[config.mk]
export PLATFORM = sky130hd
export DESIGN_NAME = reg_write_arbiter
export DESIGN_NICKNAME = d
export VERILOG_FILES = /design/src/rtl/reg_write_arbiter.sv
export SDC_FILE = /design/constraint.sdc
export NUM_CORES = 1
export LEC_CHECK = 0
export BUFFER_PORTS_ARGS = -buffer_cell sky130_fd_sc_hd__buf_2
export CAP_MARGIN = 10
export CORE_UTILIZATION = 25
export CTS_CLUSTER_SIZE = 25
export DETAILED_ROUTE_END_ITERATION = 8
export GPL_ROUTABILITY_DRIVEN = 0
export GPL_TIMING_DRIVEN = 0
export PLACE_DENSITY = 0.42
export SYNTH_ARGS = -nofsm -noshare
export SYNTH_HDL_FRONTEND = slang
export SYNTH_SLANG_ARGS = --single-unit
[constraint.sdc]
create_clock -name wb_in_clk -period 5.4 [get_ports wb_in_clk]
set_input_delay 0.81 -clock wb_in_clk [delete_from_list [all_inputs] [get_ports wb_in_clk]]
set_output_delay 0.81 -clock wb_in_clk [all_outputs]
set_load 0.03 [all_outputs]
[src/rtl/reg_write_arbiter.sv]
// rtl/reg_write_arbiter.sv - registered two-port register-file write bus with long-latency drain FIFO
// Lanes own their ports outright; queued long-latency results fill idle ports in order.
module reg_write_arbiter #(
   parameter int LL_DEPTH = 4,
   parameter int ADDR_W   = 5,
   parameter int DATA_W   = 32
) (
   input  logic                                wb_in_clk,
   input  logic                                wb_in_rst,
   input  logic                                wb_in_flush,
   input  logic                                l1_in_we,
   input  logic [ADDR_W-1:0]                   l1_in_waddr,
   input  logic [DATA_W-1:0]                   l1_in_wdata,
   input  logic                                l2_in_we,
   input  logic [ADDR_W-1:0]                   l2_in_waddr,
   input  logic [DATA_W-1:0]                   l2_in_wdata,
   input  logic                                ll_in_valid,
   input  logic [ADDR_W-1:0]                   ll_in_waddr,
   input  logic [DATA_W-1:0]                   ll_in_wdata,
   output logic                                ll_out_ready,
   output logic [2*(1+ADDR_W+DATA_W)-1:0]      write_obus,
   output logic [$clog2(LL_DEPTH):0]           ll_out_count,
   output logic [7:0]                          drop_out_cnt
);
   localparam int PTR_W  = $clog2(LL_DEPTH);
   localparam int CNT_W  = PTR_W + 1;
   localparam int PORT_W = 1 + ADDR_W + DATA_W;

   logic [ADDR_W-1:0]   addr_mem [LL_DEPTH];
   logic [DATA_W-1:0]   data_mem [LL_DEPTH];
   logic [PTR_W-1:0]    rd_ptr_q, rd_ptr_d, wr_ptr_q, wr_ptr_d, rd_nxt;
   logic [CNT_W-1:0]    count_q, count_d;
   logic [7:0]          drop_q, drop_d;
   logic [8:0]          drop_sum;
   logic [2*PORT_W-1:0] bus_q, bus_d;

   logic                l1_act, l2_act, push, free1, free2, h0_hit, h1_hit;
   logic [1:0]          pops, drops;
   logic                p1_we, p2_we;
   logic [ADDR_W-1:0]   p1_addr, p2_addr, h0_addr, h1_addr;
   logic [DATA_W-1:0]   p1_data, p2_data, h0_data, h1_data;

   assign l1_act  = l1_in_we && (l1_in_waddr != '0);
   assign l2_act  = l2_in_we && (l2_in_waddr != '0);
   assign rd_nxt  = rd_ptr_q + PTR_W'(1);
   assign h0_addr = addr_mem[rd_ptr_q];
   assign h0_data = data_mem[rd_ptr_q];
   assign h1_addr = addr_mem[rd_nxt];
   assign h1_data = data_mem[rd_nxt];
   assign h0_hit  = (l1_act && h0_addr == l1_in_waddr) || (l2_act && h0_addr == l2_in_waddr);
   assign h1_hit  = (l1_act && h1_addr == l1_in_waddr) || (l2_act && h1_addr == l2_in_waddr);

   assign ll_out_ready = (count_q != CNT_W'(LL_DEPTH));
   assign ll_out_count = count_q;
   assign drop_out_cnt = drop_q;
   assign write_obus   = bus_q;

   always_comb begin
      p1_we   = l1_act;
      p1_addr = l1_act ? l1_in_waddr : '0;
      p1_data = l1_act ? l1_in_wdata : '0;
      p2_we   = l2_act;
      p2_addr = l2_act ? l2_in_waddr : '0;
      p2_data = l2_act ? l2_in_wdata : '0;
      free1   = !l1_act;
      free2   = !l2_act;
      pops    = 2'd0;
      drops   = 2'd0;
      push    = ll_in_valid && ll_out_ready && !wb_in_flush;

      // Head then head+1, in order: a colliding entry is discarded without using a port.
      if (!wb_in_flush && count_q != '0) begin
         if (h0_hit) begin
            pops  = 2'd1;
            drops = 2'd1;
         end else if (free1) begin
            {p1_we, p1_addr, p1_data} = {1'b1, h0_addr, h0_data};
            free1 = 1'b0;
            pops  = 2'd1;
         end else if (free2) begin
            {p2_we, p2_addr, p2_data} = {1'b1, h0_addr, h0_data};
            free2 = 1'b0;
            pops  = 2'd1;
         end
      end
      if (!wb_in_flush && count_q >= CNT_W'(2) && pops == 2'd1) begin
         if (h1_hit) begin
            pops  = 2'd2;
            drops = drops + 2'd1;
         end else if (free1) begin
            {p1_we, p1_addr, p1_data} = {1'b1, h1_addr, h1_data};
            pops  = 2'd2;
         end else if (free2) begin
            {p2_we, p2_addr, p2_data} = {1'b1, h1_addr, h1_data};
            pops  = 2'd2;
         end
      end

      bus_d    = {p2_we, p2_addr, p2_data, p1_we, p1_addr, p1_data};
      drop_sum = {1'b0, drop_q} + 9'(drops);
      drop_d   = drop_sum[8] ? 8'hFF : drop_sum[7:0];
      if (wb_in_flush) begin
         rd_ptr_d = '0;
         wr_ptr_d = '0;
         count_d  = '0;
      end else begin
         rd_ptr_d = rd_ptr_q + PTR_W'(pops);
         wr_ptr_d = wr_ptr_q + PTR_W'(push);
         count_d  = count_q + CNT_W'(push) - CNT_W'(pops);
      end
   end

   always_ff @(posedge wb_in_clk or posedge wb_in_rst) begin
      if (wb_in_rst) begin
         rd_ptr_q <= '0;
         wr_ptr_q <= '0;
         count_q  <= '0;
         drop_q   <= '0;
         bus_q    <= '0;
      end else begin
         rd_ptr_q <= rd_ptr_d;
         wr_ptr_q <= wr_ptr_d;
         count_q  <= count_d;
         drop_q   <= drop_d;
         bus_q    <= bus_d;
      end
   end

   always_ff @(posedge wb_in_clk) begin
      if (push) begin
         addr_mem[wr_ptr_q] <= ll_in_waddr;
         data_mem[wr_ptr_q] <= ll_in_wdata;
      end
   end
endmodule

---- Yosys cells after proc, flatten, opt, wreduce, memory -nomap -nowiden ----
Memories as Yosys holds them, arrays and structs flattened.
Index checks and enable logic that the tools add are counted.
word-level totals
  word-level logic and storage cells ...... 109
  register bits ........................... 91
  memory bits (writable) .................. 148
  memories kept ........................... 2
operators by class
  add/subtract/negate cells ............... 7
  order comparisons ....................... 1
  equality and inequality tests ........... 6
  reduce and logical (&&, ||, !) cells .... 19
  mux-type cells .......................... 69
memories
  memory    depth  width  read ports  clocked after memory_dff  wr ports  line  RTL
  data_mem  4      32     2           0                         1         30    logic [DATA_W-1:0] data_mem [LL_DEPTH];
  addr_mem  4      5      2           0                         1         29    logic [ADDR_W-1:0] addr_mem [LL_DEPTH];
operators with widths
  cell                   number
  $mux W32               16
  $mux W5                16
  $mux W1                27
  $eq A5 B5 Y1           4
  $mux W2                8
  $logic_and A1 B1 Y1    11
  $reduce_bool A5 Y1     2
  $add A8 B2 Y9          1
  $mux W8                1
  $add A2 B1 Y2 const B  2
  $add A3 B1 Y3          1
  $ge A3 B2 Y1 const B   1
  $logic_not A1 Y1       3
  $mux W3                1
  $ne A3 B3 Y1 const B   1
  $reduce_bool A3 Y1     1
  $sub A3 B2 Y3          1
  $add A2 B1 Y2          1
  $add A2 B2 Y2          1
  $eq A2 B1 Y1 const B   1
  $logic_or A1 B1 Y1     2

---- Depth between registers and ports, before layout ----
Gate-level depths: netlist (run 1).
  word-level depth ........................ 13
  mapped depth ............................ 17
  gate-level depth less buffers ........... 15

---- Worst setup path before layout (run 1) ----
Ideal clock, no wire load.
  kind .................................... register to register
  start point ............................. reg count_q[1], in the netlist ll_out_count[1]
  end point ............................... mem addr_mem[0][0], enable pin
  buffers on the path ..................... 0
  stages on the path, launching flop included .. 5
  setup slack ............................. 1.321 ns
  clock period less this slack ............ 4.079 ns
  data arrival time ....................... 3.602 ns
  library setup time ...................... 0.477 ns
  cell sequence ........................... dfrtp_1 nor2_1 nand2_1 nand3_1 nor3_1
between the ends
  word-level cells in the longest chain between the ends .. 5
ends and longest elaborated chain
  item                               line  RTL
  start, declared                    32    logic [CNT_W-1:0] count_q, count_d;
  start signal, assigned             123   count_q <= count_d;
  $ne A3 B3 Y1                       53    assign ll_out_ready = (count_q != CNT_W'(LL_DEPTH));
  named net ll_out_ready             20    output logic ll_out_ready,
  $logic_and A1 B1 Y1 (2 in series)  69    push = ll_in_valid && ll_out_ready && !wb_in_flush;
  $mux W1                            130   if (push) begin
  $mux W1 (not written as such)      131   addr_mem[wr_ptr_q] <= ll_in_waddr;
  end, declared                      29
The timed path passes the listed nets, and every way through them passes these cells.

---- Final worst setup path (run 1) ----
  start point ............................. reg rd_ptr_q[0]
  end point ............................... reg count_q[2], in the netlist ll_out_count[2]
between the ends
  word-level cells in the longest chain between the ends .. 12
  elaborated cells between the ends (all ways) .. 26
ends and longest elaborated chain
  item                    line  RTL
  start, declared         31    logic [PTR_W-1:0] rd_ptr_q, rd_ptr_d, wr_ptr_q, wr_ptr_d, rd_nxt;
  start signal, assigned  121   rd_ptr_q <= rd_ptr_d;
  $mem_v2 Z4 W5 *         --
  $eq A5 B5 Y1            50    assign h0_hit = (l1_act && h0_addr == l1_in_waddr) || (l2_act && h0_addr == l2_in_waddr);
  $logic_and A1 B1 Y1     50
  $logic_or A1 B1 Y1      50
  $mux W1                 73    if (h0_hit) begin
  $mux W1                 72    if (!wb_in_flush && count_q != '0) begin
  $mux W2                 93    end else if (free2) begin
  $mux W2                 90    end else if (free1) begin
  $mux W2                 87    if (h1_hit) begin
  $mux W2 *               86    if (!wb_in_flush && count_q >= CNT_W'(2) && pops == 2'd1) begin
  $sub A3 B2 Y3 *         109   count_d = count_q + CNT_W'(push) - CNT_W'(pops);
  $mux W3 *               102   if (wb_in_flush) begin
  named net count_d[2]    32
The timed path passes the listed nets; every way through them passes the cells marked *.

==> out/summary.txt, run 1 <==
Die ar. -> 44,180 um2
setup TNS -> 0 ps
clock root buffer -> clkbuf_16
M1 WL -> 15,160 um
share of cells above drive strength 1 -> 36.05%
synthesized cell area -> 10,840 um2
post-synthesis register bit count -> 239
Core Footprint -> 42,320 um2
vias in the first global route -> 7,739
Async SR Flop Fraction -> 38.08%
Hold-fix buffers, CTS -> 0
post-synthesis net count -> 833
first-pass GRT wire length -> 50,250 um
setup bufs post-CTS -> 0
Clock Skew -> 21.18 ps
GRT Total Usage -> 15.55%
Synth area leaders -> edfxtp_1, dfrtp_1, mux4_2
Post-CTS Resized -> 0
Worst VDD drop -> 0.2222 mV
post-placement cell count -> 1,495
Reg-to-Reg Start -> rd_ptr_q[0]
hpwl dp -> 23,690 um
fin worst setup slack -> 977.9 ps
FMAX -> 226.1 MHz
Synth top area share -> 41.02%
Final Non-Filler Cells -> 1,550
IO buf count -> 203
FILL cells -> 4,255
post-layout minimum cycle time -> 4422 ps
PwrDens -> 440.6 nW/um2
CTS tree -> built
CP Launch Type -> register
crit path launch -> rd_ptr_q[0]
gr ovfl total -> 0
DRT antenna net count -> 0
Die Wd -> 210.2 um
Tcrit/Tclk final -> 81.89%
wire per inst -> 22.18 um
commonest non-fill, non-tap cell in the layout -> buf_2
initial antenna violation count -> 4
Starting DRT DRC Count -> 401
Synth Flop Type -> edfxtp_1
syn avg cell area -> 15.35 um2
RSZ-0062 raised after global routing -> false
final setup vio count -> 0
Post-Route Utilization -> 32.23%
final max-slew violation count -> 0
critical path class -> register to register
Pre-Repair DR Iteration Count -> 5
area leader, netlist -> edfxtp_1
commonest cells after routing, fill and taps aside -> buf_2, edfxtp_1, dfrtp_1
Syn. warnings -> 0
number of primary I/O pins -> 205
Max Used Layer -> met5
Starting Density -> 25.60%
hold_ws -> 292.4 ps
endpoints failing hold -> 0
run status -> finished clean
crit path DAT -> 4870 ps
Die Y -> 210.2 um
Rows -> 75
critical path fanouts, max -> 10
Place WS -> 541.8 ps
Met3 Routed Length -> 2238 um
clk_lat worst skew -> 560 ps
routed wire length -> 34,380 um
critical path required time -> 5850 ps
cells after synthesis -> 706
Area Growth Syn to Fin -> 25.90%
Synth cell types -> 51
leakage -> 5.543 nW
TritonCTS Buffers -> 29
buffer depth of the longest clock path -> 3
EDFF count, synth -> 148
relative slew slack -> 14.66%
actual slew at the worst max-slew pin -> 1269 ps
Nets -> 1,076
H-Tree Level Count -> 1
register area share after synthesis -> 62.03%
Reg clk slew, reported paths -> 50 ps
Setup crit end kind -> register
max cap viols -> 0
largest net degree at the start of global routing -> 60
clock sink total -> 239
met2 WL -> 16,240 um
Vias per Instance -> 4.637
DRC errors left -> 0
Vias -> 7,188
Hold Crit Class -> input pin to async pin
==> cell usage after synthesis, drive strengths merged (3+ instances only) <==
cell type / number
o31ai: 3
buf: 17
xor2: 8
nor3: 5
nand2: 15
edfxtp: 148
a21oi: 37
dfrtp: 91
mux4: 74
a21o: 39
nand4: 6
mux2i: 3
a22o: 38
ha: 8
inv: 46
nand3: 5
o22ai: 33
xnor2: 18
clkbuf: 26
nor2b: 3
o21ai: 8
nor2: 50
==> power breakdown <==
group | leakage (nW) | switching, W | internal (W)
clock | 0.439 | 0.000750 | 0.00106
sequential | 2.48 | 0.0000819 | 0.00213
combinational | 2.62 | 0.00121 | 0.000776
==> cells by family (layout without fill, tap and decap cells) <==
group / after synthesis / in the layout / synth area share (%)
xor+xnor: 26 / 26 / 2.171
simple gates: 93 / 93 / 3.926
fa+ha+maj: 10 / 10 / 1.293
compound gates: 170 / 170 / 11.24
mux: 79 / 79 / 15.87
buf+inv: 89 / 354 / 3.476
other cells: 0 / 2 / 0
flops: 239 / 239 / 62.03
==> state kept, by name, summed over array words and instances (netlist names) <==
signal / flops
ll_out_count: 3
drop_out_cnt: 8
wr_ptr_q: 2
write_obus: 76
rd_ptr_q: 2
data_mem: 128
addr_mem: 20
==> per-stage QoR <==
step           power, W  instance area (um2)
6_report       0.006011                13640
2_1_floorplan  0.003613                10840
5_1_grt        0.006321                13640
3_5_place_dp   0.004262                12750
4_1_cts        0.006121                13640
3_3_place_gp   0.004255                12570
==> routing by layer <==
layer	up-vias	track usage, %
met5	-	0
met4	4	4.279
met1	3684	20.58
met3	45	3.397
met2	216	25.60
li1	3239	-
==> path summary, 6_finish.rpt <==
check | to | slack, ps | depth (start not counted)
min in group wb_in_clk | data_mem[3][27] | 460 | 1
setup reg to reg | ll_out_count[2] | 980 | 17
max in group asynchronous | write_obus[53] | 4380 | 3
setup / recovery | ll_out_count[2] | 980 | 17
hold reg to reg | drop_out_cnt[6] | 520 | 1
hold / removal | write_obus[1] | 290 | 2
==> worst max-delay path, stage by stage, from the launching register on <==
cell and delay (ps):
dfrtp_1 350, buf_4 190, buf_8 160, mux2_2 340, a221oi_1 300, o21ai_1 110
a2111oi_1 740, a211oi_1 140, a211oi_1 450, nor3_1 160, ha_1 350, inv_1 60
ha_1 130, inv_1 50, fa_1 430, xor2_1 170, xnor2_1 130, nor2_1 50
==> cell type report <==
class                   instances  area, um2  share of cell area (%)
diodes                          2      5.005                 0.03669
clock buffers                  42      834.6                   6.118
multi-input cells             378       3767                   27.62
flip-flops and latches        239       6721                   49.27
inverters                      46      175.2                   1.284
clock inverters                11      52.55                  0.3852
well taps                     577      721.9                   5.292
repair buffers                212       1160                   8.502
plain buffers                  43      203.9                   1.495
Note: power is estimated with default switching activity, not from simulation.
==> run 2: changes to the inputs <==
--- a/config.mk
+++ b/config.mk
@@ -5,6 +5,7 @@
 export SDC_FILE = /design/constraint.sdc
 export NUM_CORES = 1
 export LEC_CHECK = 0
+export ABC_AREA = 1
 export BUFFER_PORTS_ARGS = -buffer_cell sky130_fd_sc_hd__buf_2
 export CAP_MARGIN = 10
 export CORE_UTILIZATION = 25
==> constraint.sdc (replaced) <==
create_clock -name wb_in_clk -period 4.5 [get_ports wb_in_clk]
set_input_delay 0.675 -clock wb_in_clk [delete_from_list [all_inputs] [get_ports wb_in_clk]]
set_output_delay 0.675 -clock wb_in_clk [all_outputs]
set_load 0.03 [all_outputs]
==> run 2 against run 1 <==
Net effect: synthesized cell count grew 95%; fmax grew 7.0%; combinational power is 78% higher; clock power up 31%; sequential share of layout area shrank 6.0 points; cell count is 50% higher.
==> out/summary.txt, run 2 <==
run status -> finished clean
critical path required time -> 5000 ps (-850 ps)
post-synthesis register bit count -> 239 (unchanged)
post-layout minimum cycle time -> 4131 ps (-291.1 ps)
Design Area, Final -> 15,520 um2 (+14%)
vias in the first global route -> 10,730 (+39%)
Pre-Repair DR Iteration Count -> 5 (unchanged)
Reg-to-Reg Start -> rd_ptr_q[1]
reg-to-reg slack, setup -> 370 ps (-610 ps)
setup TNS -> 0 ps (unchanged)
Tcrit/Tclk final -> 91.80% (+9.9 points)
area leader, netlist -> edfxtp_1
CP Launch Type -> register
max reg flops -> 128 (unchanged)
critical path class -> register to register
Nets -> 1,758 (+63%)
Async SR Flop Fraction -> 38.08% (unchanged)
cells after synthesis -> 1,376 (+95%)
first-pass GRT wire length -> 67,290 um (+34%)
post-placement cell count -> 2,261 (+51%)
routed wire length -> 45,680 um (+33%)
register area share after synthesis -> 54.04% (-8.0 points)
FMAX -> 242.1 MHz (+7.0%)
Reg power frac -> 31.3% (-5.5 points)
commonest cells in the synthesized netlist -> nand2_1, inv_1, edfxtp_1, dfrtp_1, o22ai_1
commonest cells after routing, fill and taps aside -> nand2_1, inv_1, buf_2
share of cells above drive strength 1 -> 22.30% (-14 points)
Die ar. -> 50,640 um2 (+15%)
final max-slew violation count -> 0 (unchanged)
H-Tree Level Count -> 1 (unchanged)
gr ovfl total -> 0 (unchanged)
PwrDens -> 554.4 nW/um2 (+26%)
Vias per Instance -> 4.516 (-2.6%)
net switching power -> 0.003586 W (+75%)
Setup crit end kind -> register
critical path fanouts, max -> 10 (unchanged)
Hold Crit Class -> input pin to async pin
wire per inst -> 19.67 um (-11%)
final setup vio count -> 0 (unchanged)
Reg clk slew, reported paths -> 60 ps (about the same)
top-count cell post-synth -> nand2_1
post-synthesis net count -> 1,503 (+80%)
Rows -> 81 (+8.0%)
clk_lat worst skew -> 580 ps (+20 ps)
initial antenna violation count -> 7 (+3)
actual slew at the worst max-slew pin -> 885.0 ps (-384.3 ps)
r2r worst-path depth -> 23 (+6)
area of placed instances -> 14,530 um2 (+14%)
Core Footprint -> 49,050 um2 (+16%)
EDFF count, synth -> 148 (unchanged)
RSZ-0062 raised after global routing -> false
Final Non-Filler Cells -> 2,322 (+50%)
Synth top area share -> 35.73% (-5.3 points)
Starting DRT DRC Count -> 739 (+84%)
Die Wd -> 225.0 um (+7.1%)
Die Y -> 225.0 um (+7.1%)
hpwl dp -> 33,380 um (+41%)
Clock Skew -> 14.18 ps (-6.997 ps)
Most flops, register -> data_mem
DRC errors left -> 0 (unchanged)
max cap viols -> 0 (unchanged)
Syn. warnings -> 0 (unchanged)
Vias -> 10,486 (+46%)
Synth Flop Type -> edfxtp_1
hold_ws -> 155.5 ps (-136.9 ps)
Synth cell types -> 44 (-14%)
FF-to-FF End -> drop_out_cnt[7]
syn avg cell area -> 9.038 um2 (-41%)
number of primary I/O pins -> 205 (unchanged)
buffer depth of the longest clock path -> 3 (unchanged)
switching fraction of total power -> 41.67% (+7.6 points)
clock group share of total power -> 27.6% (-2.5 points)
combinational group share of total power -> 41.1% (+8.0 points)
P_int -> 0.005020 W (+27%)
clock sink total -> 239 (unchanged)
crit path DAT -> 4630 ps (-240 ps)
DRT antenna net count -> 0 (unchanged)
TritonCTS Buffers -> 30 (+3.4%)
largest net degree at the start of global routing -> 52 (-13%)
leakage -> 7.601 nW (+37%)
Hold-fix buffers, CTS -> 0 (unchanged)
relative slew slack -> 40.68% (+26 points)
clock root buffer -> clkbuf_16
Area Growth Syn to Fin -> 24.82%
CTS tree -> built
commonest non-fill, non-tap cell in the layout -> nand2_1
Post-Route Utilization -> 31.65% (-0.59 points)
IO buf count -> 203 (unchanged)
synthesized cell area -> 12,440 um2 (+15%)
Worst VDD drop -> 0.2277 mV (+2.5%)
GRT Total Usage -> 17.98% (+2.4 points)
Starting Density -> 25.35% (-0.25 points)
endpoints failing hold -> 0 (unchanged)
Synth area leaders -> edfxtp_1, dfrtp_1, nand2_1
-- run 2: repair_timing --
action	CTS	global route
gates resized for setup	0	2
setup buffers	0	2
setup endpoints to repair	0	7
-- run 2: kinds of logic after synthesis --
family / synth area share (%)
adders and majority gates: 1.127
and+or+nand+nor: 19.52
xor gates and xnor gates: 0.4126
buffers and inverters: 12.01
AOI/OAI and AO/OA: 12.89
DFF: 54.04
-- run 2: stage by stage --
stage	setup slack [ps]	total power (W)
after global routing	37.44	0.009125
final	369.1	0.008606
after global placement	-2992	0.006251
after detailed placement	-444.7	0.006290
after floorplan	306.0	0.005061
after CTS	145.5	0.008704
-- run 2: cell type report --
class / instances / area, um2
clock inverter: 18 / 157.7
tap: 664 / 830.8
multi-input combinational: 783 / 4247
buffer: 71 / 429.2
fill: 5243 / 33530
inverter: 283 / 1071
timing repair buffer: 223 / 1257
clock buffer: 38 / 802.0
sequential: 239 / 6721
antenna: 3 / 7.507
-- run 2: worst max-delay path by stage --
| stage | from | endpoint | slack [ps] |
|---|---|---|---|
| global route | rd_ptr_q[1] | drop_out_cnt[4] | 40 |
| detailed placement | l2_in_waddr[4] | drop_out_cnt[7] | -440 |
| global placement | wb_in_flush | data_mem[0][19] | -2990 |
| floorplan | ll_out_count[2] | addr_mem[0][0] | 310 |
| CTS | l2_in_waddr[4] | drop_out_cnt[7] | 150 |
| finish | rd_ptr_q[1] | drop_out_cnt[7] | 370 |
-- run 2: routing by layer --
layer,wire [um],GRT usage [%],up-vias
li1,-,-,5036
met1,20340,23.18,5006
met2,21010,29.28,348
met3,2841,3.755,88
met4,1438,7.220,8
met5,54,0,-
-- run 2: power groups by stage --
stage	logic (W)	registers, W	clock network (W)
6_report	0.00354	0.00269	0.00238
5_1_grt	0.00387	0.00272	0.00253
4_1_cts	0.00356	0.00270	0.00244
3_5_place_dp	0.00355	0.00274	0
3_3_place_gp	0.00350	0.00275	0
2_1_floorplan	0.00195	0.00311	0
-- run 2: critical path, cell delays in order, from the launching register on --
cell and delay [ps]:
dfrtp_1 470, inv_2 170, buf_6 200, nand3_2 120, nand2_2 150, nand2_1 70, nand2_1 80, nor2_2 50
nand3_4 190, buf_2 310, nand2_1 140, nand2_1 110, inv_1 60, ha_1 270, nand2_1 50, o21ai_0 110
ha_1 190, inv_1 60, fa_1 410, nor2_1 180, nand2_1 70, nor2_1 240, nand3_2 220, nand3_1 140
==> run 3: changes to the inputs <==
--- a/config.mk
+++ b/config.mk
@@ -14,6 +14,7 @@
 export GPL_ROUTABILITY_DRIVEN = 0
 export GPL_TIMING_DRIVEN = 0
 export PLACE_DENSITY = 0.42
+export REMOVE_ABC_BUFFERS = 1
 export SYNTH_ARGS = -nofsm -noshare
 export SYNTH_HDL_FRONTEND = slang
 export SYNTH_SLANG_ARGS = --single-unit
==> run 3 against run 2 <==
Net effect: sequential share of layout area grew 0.65 points; die area is the same; sequential cell count is the same; register-to-register slack lost 80 ps; hold slack gained 110 ps; core utilization shrank 0.43 points; non-clock buffer count shrank 60; fmax shrank 1.9%; routed wire length shrank 8.8%; cell area shrank 1.4%; combinational power shrank 5%; worst setup slack lost 80 ps; highest routed layer unchanged.
==> out/summary.txt, run 3 (synthesis gave the netlist of run 2 again) <==
initial antenna violation count -> 6 (-1)
number of primary I/O pins -> 205 (unchanged)
run status -> finished clean
H-Tree Level Count -> 1 (unchanged)
clock root buffer -> clkbuf_16
leakage -> 7.495 nW (-1.4%)
PwrDens -> 543.9 nW/um2 (-1.9%)
actual slew at the worst max-slew pin -> 957.2 ps (+72.21 ps)
clock group share of total power -> 26.6% (-1.0 points)
CP top delay family -> simple AND/OR/NAND/NOR gates
Die Y -> 225.0 um (unchanged)
DRC errors left -> 0 (unchanged)
Die Wd -> 225.0 um (unchanged)
Rows -> 81 (unchanged)
CP Launch Type -> register
crit path DAT -> 4660 ps (+30 ps)
final max-slew violation count -> 0 (unchanged)
Pre-Repair DR Iteration Count -> 5 (unchanged)
TritonCTS Buffers -> 29 (-3.3%)
clock sink total -> 239 (unchanged)
Tcrit/Tclk final -> 93.57% (+1.8 points)
commonest non-fill, non-tap cell in the layout -> nand2_1
post-layout minimum cycle time -> 4211 ps (+79.68 ps)
max reg flops -> 128 (unchanged)
Nets -> 1,700 (-3.3%)
Area Growth Syn to Fin -> 23.12%
combinational group share of total power -> 40.5% (-0.6 points)
routed wire length -> 41,660 um (-8.8%)
critical path required time -> 4950 ps (-50 ps)
largest net degree at the start of global routing -> 75 (+44%)
critical path fanouts, max -> 21 (+11)
Vias -> 10,156 (-3.1%)
Setup crit end kind -> register
Hold Crit Class -> input pin to async pin
Most flops, register -> data_mem
max incr delay on CP -> 630 ps (+160 ps)
critical path class -> register to register
P_int -> 0.004850 W (-3.4%)
Vias per Instance -> 4.492 (-0.53%)
r2r worst-path depth -> 20 (-13%)
vias in the first global route -> 10,031 (-6.5%)
CP cell instances -> buf_12 -> inv_6 -> nand3_1 -> nand3_1 -> nand2_1 -> nor2_2 -> nand3_4 -> buf_4 -> nand2_2 -> nand2_2 -> nand3_1 -> nand2_1 -> and3_1 -> ha_1 -> inv_1 -> ha_1 -> inv_1 -> fa_1 -> xor2_1 -> nor2_1
Reg clk slew, reported paths -> 60 ps (about the same)
reg-to-reg slack, setup -> 290 ps (-80 ps)
RSZ-0062 raised after global routing -> false
max cap viols -> 0 (unchanged)
CTS tree -> built
relative slew slack -> 35.84% (-4.8 points)
area of placed instances -> 14,340 um2 (-1.3%)
IO buf count -> 204 (+0.49%)
DRT antenna net count -> 0 (unchanged)
WP buf/inv -> 5 (unchanged)
share of cells above drive strength 1 -> 23.12% (+0.82 points)
hpwl dp -> 26,790 um (-20%)
GRT Total Usage -> 16.20% (-1.8 points)
Reg-to-Reg Start -> rd_ptr_q[1]
clk_lat worst skew -> 570 ps (about the same)
gr ovfl total -> 0 (unchanged)
Starting Density -> 25.35% (unchanged)
Die ar. -> 50,640 um2 (unchanged)
commonest cells after routing, fill and taps aside -> nand2_1, inv_1, buf_2
net switching power -> 0.003478 W (-3.0%)
most frequent CP cell -> nand3_1
Reg power frac -> 32.9% (+1.6 points)
buffer depth of the longest clock path -> 3 (unchanged)
Core Footprint -> 49,050 um2 (unchanged)
hold_ws -> 265.3 ps (+109.9 ps)
Design Area, Final -> 15,310 um2 (-1.4%)
wire per inst -> 18.42 um (-6.3%)
FF-to-FF End -> ll_out_count[2]
first-pass GRT wire length -> 61,400 um (-8.8%)
final setup vio count -> 0 (unchanged)
Post-Route Utilization -> 31.22% (-0.43 points)
endpoints failing hold -> 0 (unchanged)
Starting DRT DRC Count -> 556 (-25%)
Slowest cell on crit path -> dfrtp_4
FMAX -> 237.5 MHz (-1.9%)
Worst VDD drop -> 0.2441 mV (+7.2%)
switching fraction of total power -> 41.76% (+0.094 points)
Clock Skew -> 14.19 ps (+0.005700 ps)
Hold-fix buffers, CTS -> 0 (unchanged)
-- run 3: changes by cell type in the layout (fill, tap and decap cells not counted), sizes merged --
cell	before	now
bufinv	3	0
clkbuf	71	43
nand3	81	82
buf	261	234
nand2	380	382
clkinv	17	11
diode	3	1
inv	280	282
-- run 3: worst max-delay path by stage --
stage                         from         endpoint  slack (ps)  cells past startpoint
floorplan           l1_in_waddr[3]  drop_out_cnt[5]         140                     19
global placement       wb_in_flush  data_mem[0][24]       -3260                      4
detailed placement  l2_in_waddr[4]  drop_out_cnt[7]        -840                     22
CTS                    rd_ptr_q[0]  drop_out_cnt[2]          60                     22
global route           rd_ptr_q[1]  drop_out_cnt[2]          40                     21
finish                 rd_ptr_q[1]  ll_out_count[2]         290                     20
-- run 3: layout make-up --
cell class                      count  area, um2
Multi-Input combinational cell    786       4300
Clock buffer                       43      838.3
Inverter                          283       1080
Clock inverter                     11      58.81
Timing Repair Buffer              234       1473
Sequential cell                   239       6729
Antenna cell                        1      2.502
Fill cell                        5157      33740
Tap cell                          664      830.8
-- run 3: metrics by stage --
stage          setup TNS, ps  total power [W]  worst slack (ps)  cells
2_1_floorplan              0         0.004876             139.4   1305
3_3_place_gp         -653690         0.005895             -3261   2173
3_5_place_dp          -29130         0.006053            -835.6   2201
4_1_cts                    0         0.008424             57.83   2259
5_1_grt                    0         0.008866             39.22   2261
6_report                   0         0.008329             289.4   2261
-- run 3: layer usage --
metal	wire length [um]	vias up	global-route usage [%]
met5	33	-	0
met4	1185	6	5.267
met3	2224	77	2.542
met2	18730	293	25.80
met1	19480	4857	22.37
li1	-	4923	-
-- run 3: what timing repair did --
item / CTS / global route
setup buffers: 2 / 0
endpoints found under the setup margin: 46 / 11
cloned: 2 / 1
pin swaps: 2 / 1
gates resized for setup: 3 / 7
endpoints found under the hold margin: 0 / 0
-- run 3: power by group through the flow --
stage / logic (W) / registers [W] / clock network [W]
floorplan: 0.00170 / 0.00317 / 0
finish: 0.00337 / 0.00274 / 0.00221
global route: 0.00371 / 0.00277 / 0.00238
detailed placement: 0.00327 / 0.00279 / 0
global placement: 0.00302 / 0.00287 / 0
CTS: 0.00337 / 0.00275 / 0.00231
